==> src/rtl/ir_fetch_sequencer.sv <==
// ir_fetch_sequencer: reads a four-byte instruction word (opcode, P0, P1, P2)
// from the IR regfile at the current PC, presents it over a valid/ready
// handshake, then advances the PC sequentially or to a branch target.
//
// Ports:
//   clk, rst_n                     clock, async active-low reset
//   start, start_addr              begin fetching at start_addr (IDLE only)
//   halt                           stop after the current word is accepted
//   ir_busy                        loader owns the regfile; suppress reads
//   ir_regfile_ren/addr/data       regfile read port (data one cycle after ren)
//   ir_out, p0_out, p1_out, p2_out fetched opcode and operands
//   ir_valid, ir_ready             word handshake to the execute stage
//   branch_en, branch_addr         next-PC select, sampled on handshake
//   pc                             address of the word being fetched/presented
//   busy                           high in every state except IDLE
module ir_fetch_sequencer #(
   parameter int unsigned DATA_WIDTH = 8,
   parameter int unsigned ADDR_WIDTH = 8
) (
   input  logic                  clk,
   input  logic                  rst_n,
   input  logic                  start,
   input  logic [ADDR_WIDTH-1:0] start_addr,
   input  logic                  halt,
   input  logic                  ir_busy,
   output logic                  ir_regfile_ren,
   output logic [ADDR_WIDTH-1:0] ir_regfile_addr,
   input  logic [DATA_WIDTH-1:0] ir_regfile_data,
   output logic [DATA_WIDTH-1:0] ir_out,
   output logic [DATA_WIDTH-1:0] p0_out,
   output logic [DATA_WIDTH-1:0] p1_out,
   output logic [DATA_WIDTH-1:0] p2_out,
   output logic                  ir_valid,
   input  logic                  ir_ready,
   input  logic                  branch_en,
   input  logic [ADDR_WIDTH-1:0] branch_addr,
   output logic [ADDR_WIDTH-1:0] pc,
   output logic                  busy
);

   localparam int unsigned SLOT_W   = 2;
   localparam int unsigned WORD_LEN = 4;

   typedef enum logic [1:0] {
      S_IDLE  = 2'd0,
      S_FETCH = 2'd1,
      S_WAIT  = 2'd2,
      S_ISSUE = 2'd3
   } state_t;

   state_t                r_state;
   logic [ADDR_WIDTH-1:0] r_pc;
   logic [SLOT_W-1:0]     r_slot;
   logic                  r_halt_pend;
   logic                  r_rd_pend;
   logic [SLOT_W-1:0]     r_rd_slot;
   logic [DATA_WIDTH-1:0] r_ir;
   logic [DATA_WIDTH-1:0] r_p0;
   logic [DATA_WIDTH-1:0] r_p1;
   logic [DATA_WIDTH-1:0] r_p2;

   state_t                w_state_nxt;
   logic [ADDR_WIDTH-1:0] w_pc_nxt;
   logic [SLOT_W-1:0]     w_slot_nxt;
   logic                  w_halt_nxt;
   logic                  w_ren;
   logic [ADDR_WIDTH-1:0] w_addr;
   logic                  w_halt_eff;

   // State and control registers
   always_ff @(posedge clk or negedge rst_n) begin
      if (!rst_n) begin
         r_state     <= S_IDLE;
         r_pc        <= '0;
         r_slot      <= '0;
         r_halt_pend <= 1'b0;
      end else begin
         r_state     <= w_state_nxt;
         r_pc        <= w_pc_nxt;
         r_slot      <= w_slot_nxt;
         r_halt_pend <= w_halt_nxt;
      end
   end

   // Next-state, PC/slot update and combinational read port
   always_comb begin
      w_state_nxt = r_state;
      w_pc_nxt    = r_pc;
      w_slot_nxt  = r_slot;
      w_halt_nxt  = r_halt_pend | halt;
      w_ren       = 1'b0;
      w_addr      = r_pc;
      // A halt arriving with the handshake still ends on that handshake
      w_halt_eff  = r_halt_pend | halt;

      case (r_state)
         S_IDLE: begin
            w_halt_nxt = 1'b0;
            if (start) begin
               w_pc_nxt    = start_addr;
               w_slot_nxt  = '0;
               w_state_nxt = S_FETCH;
            end
         end
         S_FETCH: begin
            if (!ir_busy) begin
               w_ren      = 1'b1;
               w_addr     = r_pc + ADDR_WIDTH'(r_slot);
               w_slot_nxt = r_slot + SLOT_W'(1);
               if (r_slot == SLOT_W'(WORD_LEN - 1)) begin
                  w_state_nxt = S_WAIT;
               end
            end
         end
         S_WAIT: begin
            w_state_nxt = S_ISSUE;
         end
         S_ISSUE: begin
            if (ir_ready) begin
               w_pc_nxt    = branch_en ? branch_addr : r_pc + ADDR_WIDTH'(WORD_LEN);
               w_slot_nxt  = '0;
               w_halt_nxt  = 1'b0;
               w_state_nxt = w_halt_eff ? S_IDLE : S_FETCH;
            end
         end
         default: begin
            w_state_nxt = S_IDLE;
         end
      endcase
   end

   // Capture of read data one cycle after each issued read
   always_ff @(posedge clk or negedge rst_n) begin
      if (!rst_n) begin
         r_rd_pend <= 1'b0;
         r_rd_slot <= '0;
         r_ir      <= '0;
         r_p0      <= '0;
         r_p1      <= '0;
         r_p2      <= '0;
      end else begin
         r_rd_pend <= w_ren;
         r_rd_slot <= r_slot;
         if (r_rd_pend) begin
            case (r_rd_slot)
               2'd0:    r_ir <= ir_regfile_data;
               2'd1:    r_p0 <= ir_regfile_data;
               2'd2:    r_p1 <= ir_regfile_data;
               default: r_p2 <= ir_regfile_data;
            endcase
         end
      end
   end

   assign ir_regfile_ren  = w_ren;
   assign ir_regfile_addr = w_addr;
   assign ir_out          = r_ir;
   assign p0_out          = r_p0;
   assign p1_out          = r_p1;
   assign p2_out          = r_p2;
   assign ir_valid        = (r_state == S_ISSUE);
   assign busy            = (r_state != S_IDLE);
   assign pc              = r_pc;

endmodule

==> config.mk <==
export PLATFORM = sky130hd
export DESIGN_NAME = ir_fetch_sequencer
export DESIGN_NICKNAME = d
export VERILOG_FILES = /design/src/rtl/ir_fetch_sequencer.sv
export SDC_FILE = /design/constraint.sdc
export NUM_CORES = 1
export LEC_CHECK = 0
export ABC_AREA = 1
export BUFFER_PORTS_ARGS = -buffer_cell sky130_fd_sc_hd__buf_2
export CAP_MARGIN = 20
export CORE_MARGIN = 2
export CORE_UTILIZATION = 40
export DETAILED_ROUTE_END_ITERATION = 6
export PLACE_DENSITY = 0.66
export SYNTH_ARGS = -nofsm -noshare
export SYNTH_HDL_FRONTEND = slang
export SYNTH_SLANG_ARGS = --single-unit
==> constraint.sdc <==
create_clock -name clk -period 3 [get_ports clk]
set_input_delay 0.6 -clock clk [delete_from_list [all_inputs] [get_ports clk]]
set_output_delay 0.6 -clock clk [all_outputs]
set_load 0.05 [all_outputs]
==> impl_results.md <==
- Gr usage total: 0.163
- Clk Latency, worst-skew pair: a little under 0.3 ns
- Critical Path Max Stage Delay: about 0.41 ns
- Num CTS Buffers: 5
- RSZ-0062 raised after global routing: false
- Drt first-iter violations: 88
- Reg2Reg Depth: 6
- Syn Area/Cell: about 8.5 um^2
- Overflow left after global routing: 0
- Max VDD drop: between 0.7 and 0.8 mV
- Pre-antenna DRT Iters: 4
- Leakage Power: about 1.6 nW
- IO Pins: 82
- Critical Path Sink Type: output port
- CTS tree: done
- Remaining DRCs: 0
- H-tree level count: 2
- Final worst-path cycle share: 0.863
- Worst Path Max Fanout: 5
- Row count: 27
- DIE AREA: 6480 um^2
- Setup TNS: 0 ns
- Status: complete, no violations
- # Max-Cap Violations: 0
- Starting density of the core: 0.420
- Worst-Margin Slew: 0.678 ns
- Port bufs: 81
- CP max stage cell: dfrtp_1
- Synth warn: 0
- Max-slew violations: 0
- CTS clock-pin slew for the worst setup and hold paths: 0.09 ns
- Cell area after synthesis: 2340 um^2
- Number of distinct library cells after synthesis: 22
- Post-Syn Instances: 277
- Syn-to-layout area delta: 24.3%
- Core area: 5570 um^2
- Clk sinks: 48
- Startpoint Class: flop
- DP Worst Slack: 0.702 ns
- Most frequent cells in the layout: nand2_1, buf_2, dfrtp_1, o21ai_0, inv_1
- DRT antenna net count: 0
- Hold Buf Count CTS: 0
- Post-CTS sizing: 0
- Seq/Total Area, Yosys: 0.513
- Worst EP arrival: 1.99 ns
- Hold Crit Class: input pin to asynchronous set/reset pin
- Worst Slack Setup Final: ~0.41 ns
- Gpl congestion: 0.798
- Worst Path Required: 2.40 ns
- DP HPWL: 3940 um
- Fin. Hold Viols: 0
- Fmax: 386 MHz
- Worst slew margin: 0.548
- Number of global-route vias before repair: 1806
- Die X: between 80 and 90 um
- CP most frequent cell: inv_1
- Die height: 80.5 um
- Yosys reg bits: 48
- Setup-failing EPs final: 0
- Per-cell routed wire length: 11.9 um
- Routed WL: 5150 um
- Initial antenna violation count: 0
- Layout cells sized above 1: 0.274
- Critical Setup Path Class: flop to output port
- Final min period: 2.59 ns
- Vias/cell: roughly 4.7
- Most common cell after layout, fill and taps aside: nand2_1
- Pwr dens: 1270 nW/um^2
- R2R Setup Slk: 1.19 ns
- Antenna cells: 0
- First-pass GRT wire length: 8360 um
- Routed vias: 2044
- Clk buf depth: 2
- Setup Skew: 0.00268 ns
- Root Buffer: clkbuf_8
- Largest net degree at the start of global routing: 31
- Crit-path cells: inv_1 -> ha_1 -> inv_1 -> nor2_4 -> nand2_1 -> nor2_1 -> xor2_1 -> buf_2
- Post-CTS Setup Inserts: 0
- Net count, final: around 400
- Syn nets: around 320
==> critical path: cells and delay by family, from the launching register on <==
family,cells,cell delay (ns)
buffers and inverters,3,0.51
AND/OR/NAND/NOR,3,0.41
flip-flops,1,0.41
adder cells (fa/ha/maj),1,0.23
XOR/XNOR,1,0.15
==> layout make-up <==
cell class,count,area [um^2]
fill,520,2670
sequential,48,1200
multi-input combinational,189,973
timing repair buffer,83,420
inverter,33,126
tap,72,90.1
clock buffer,6,82.6
clock inverter,2,15.0
==> Yosys cell counts <==
cell type,n,area (um^2)
buf_6,1,11.3
buf_2,5,25.0
clkbuf_1,1,3.75
dfrtp_1,48,1200
nor2_4,3,33.8
o21ai_1,1,5.00
o21ai_0,41,205
xor2_1,4,35.0
a21oi_1,3,15.0
nor2_1,11,41.3
ha_1,9,113
inv_4,1,6.26
o21bai_1,1,7.51
inv_2,2,7.51
o211ai_4,1,21.3
xnor2_1,2,17.5
fa_1,1,20.0
nand2_1,84,315
nand3_1,26,130
nand2_2,1,6.26
inv_1,30,113
a21boi_1,1,7.51
==> layer usage <==
layer	GRT usage	share of wire
met5	0	0
met4	0.0305	0.0056
met3	0.0393	0.088
met2	0.265	0.43
met1	0.223	0.47
==> sequential cells by signal (all words and copies together), names as in the netlist <==
register     count
p1_out           8
r_slot           2
r_rd_pend        1
pc               8
ir_out           8
p0_out           8
r_state          2
p2_out           8
r_halt_pend      1
r_rd_slot        2
==> through the flow <==
| stage | cell area [um^2] | util | power, mW | std cells | hold slack (ns) |
|---|---|---|---|---|---|
| 6_report | 2910 | 0.522 | 3.70 | 433 | 0.335 |
| 5_1_grt | 2910 | 0.522 | 3.95 | 433 | 0.385 |
| 4_1_cts | 2910 | 0.522 | 3.74 | 433 | 0.356 |
| 3_5_place_dp | 2810 | 0.504 | 3.32 | 425 | 0.445 |
| 3_3_place_gp | 2810 | 0.504 | 3.29 | 425 | 0.433 |
| 2_1_floorplan | 2340 | - | 2.82 | 277 | 0.304 |
==> final timing paths <==
kind | start | endpoint
setup / recovery | r_state[1] | ir_regfile_addr[7]
hold / removal | rst_n | p1_out[2]
setup reg to reg | r_state[0] | pc[4]
hold reg to reg | r_slot[0] | r_rd_slot[0]
max in group asynchronous | rst_n | p2_out[7]
min in group clk | r_slot[0] | r_rd_slot[0]
==> cell families after synthesis <==
kind of cell | share of synthesized area
flip-flops | 0.513
AO/OA/AOI/OAI | 0.112
XOR/XNOR | 0.0224
adder cells (fa/ha/maj) | 0.0567
AND/OR/NAND/NOR | 0.225
buffers and inverters | 0.0711
==> where the power goes <==
group / switching, mW / internal [mW] / leakage, nW
logic: 1.66 / 0.520 / 0.979
registers: 0.208 / 0.908 / 0.543
clock network: 0.212 / 0.187 / 0.0434
total: 2.08 / 1.62 / 1.57
No activity file was read; power rests on OpenSTA's default activity.
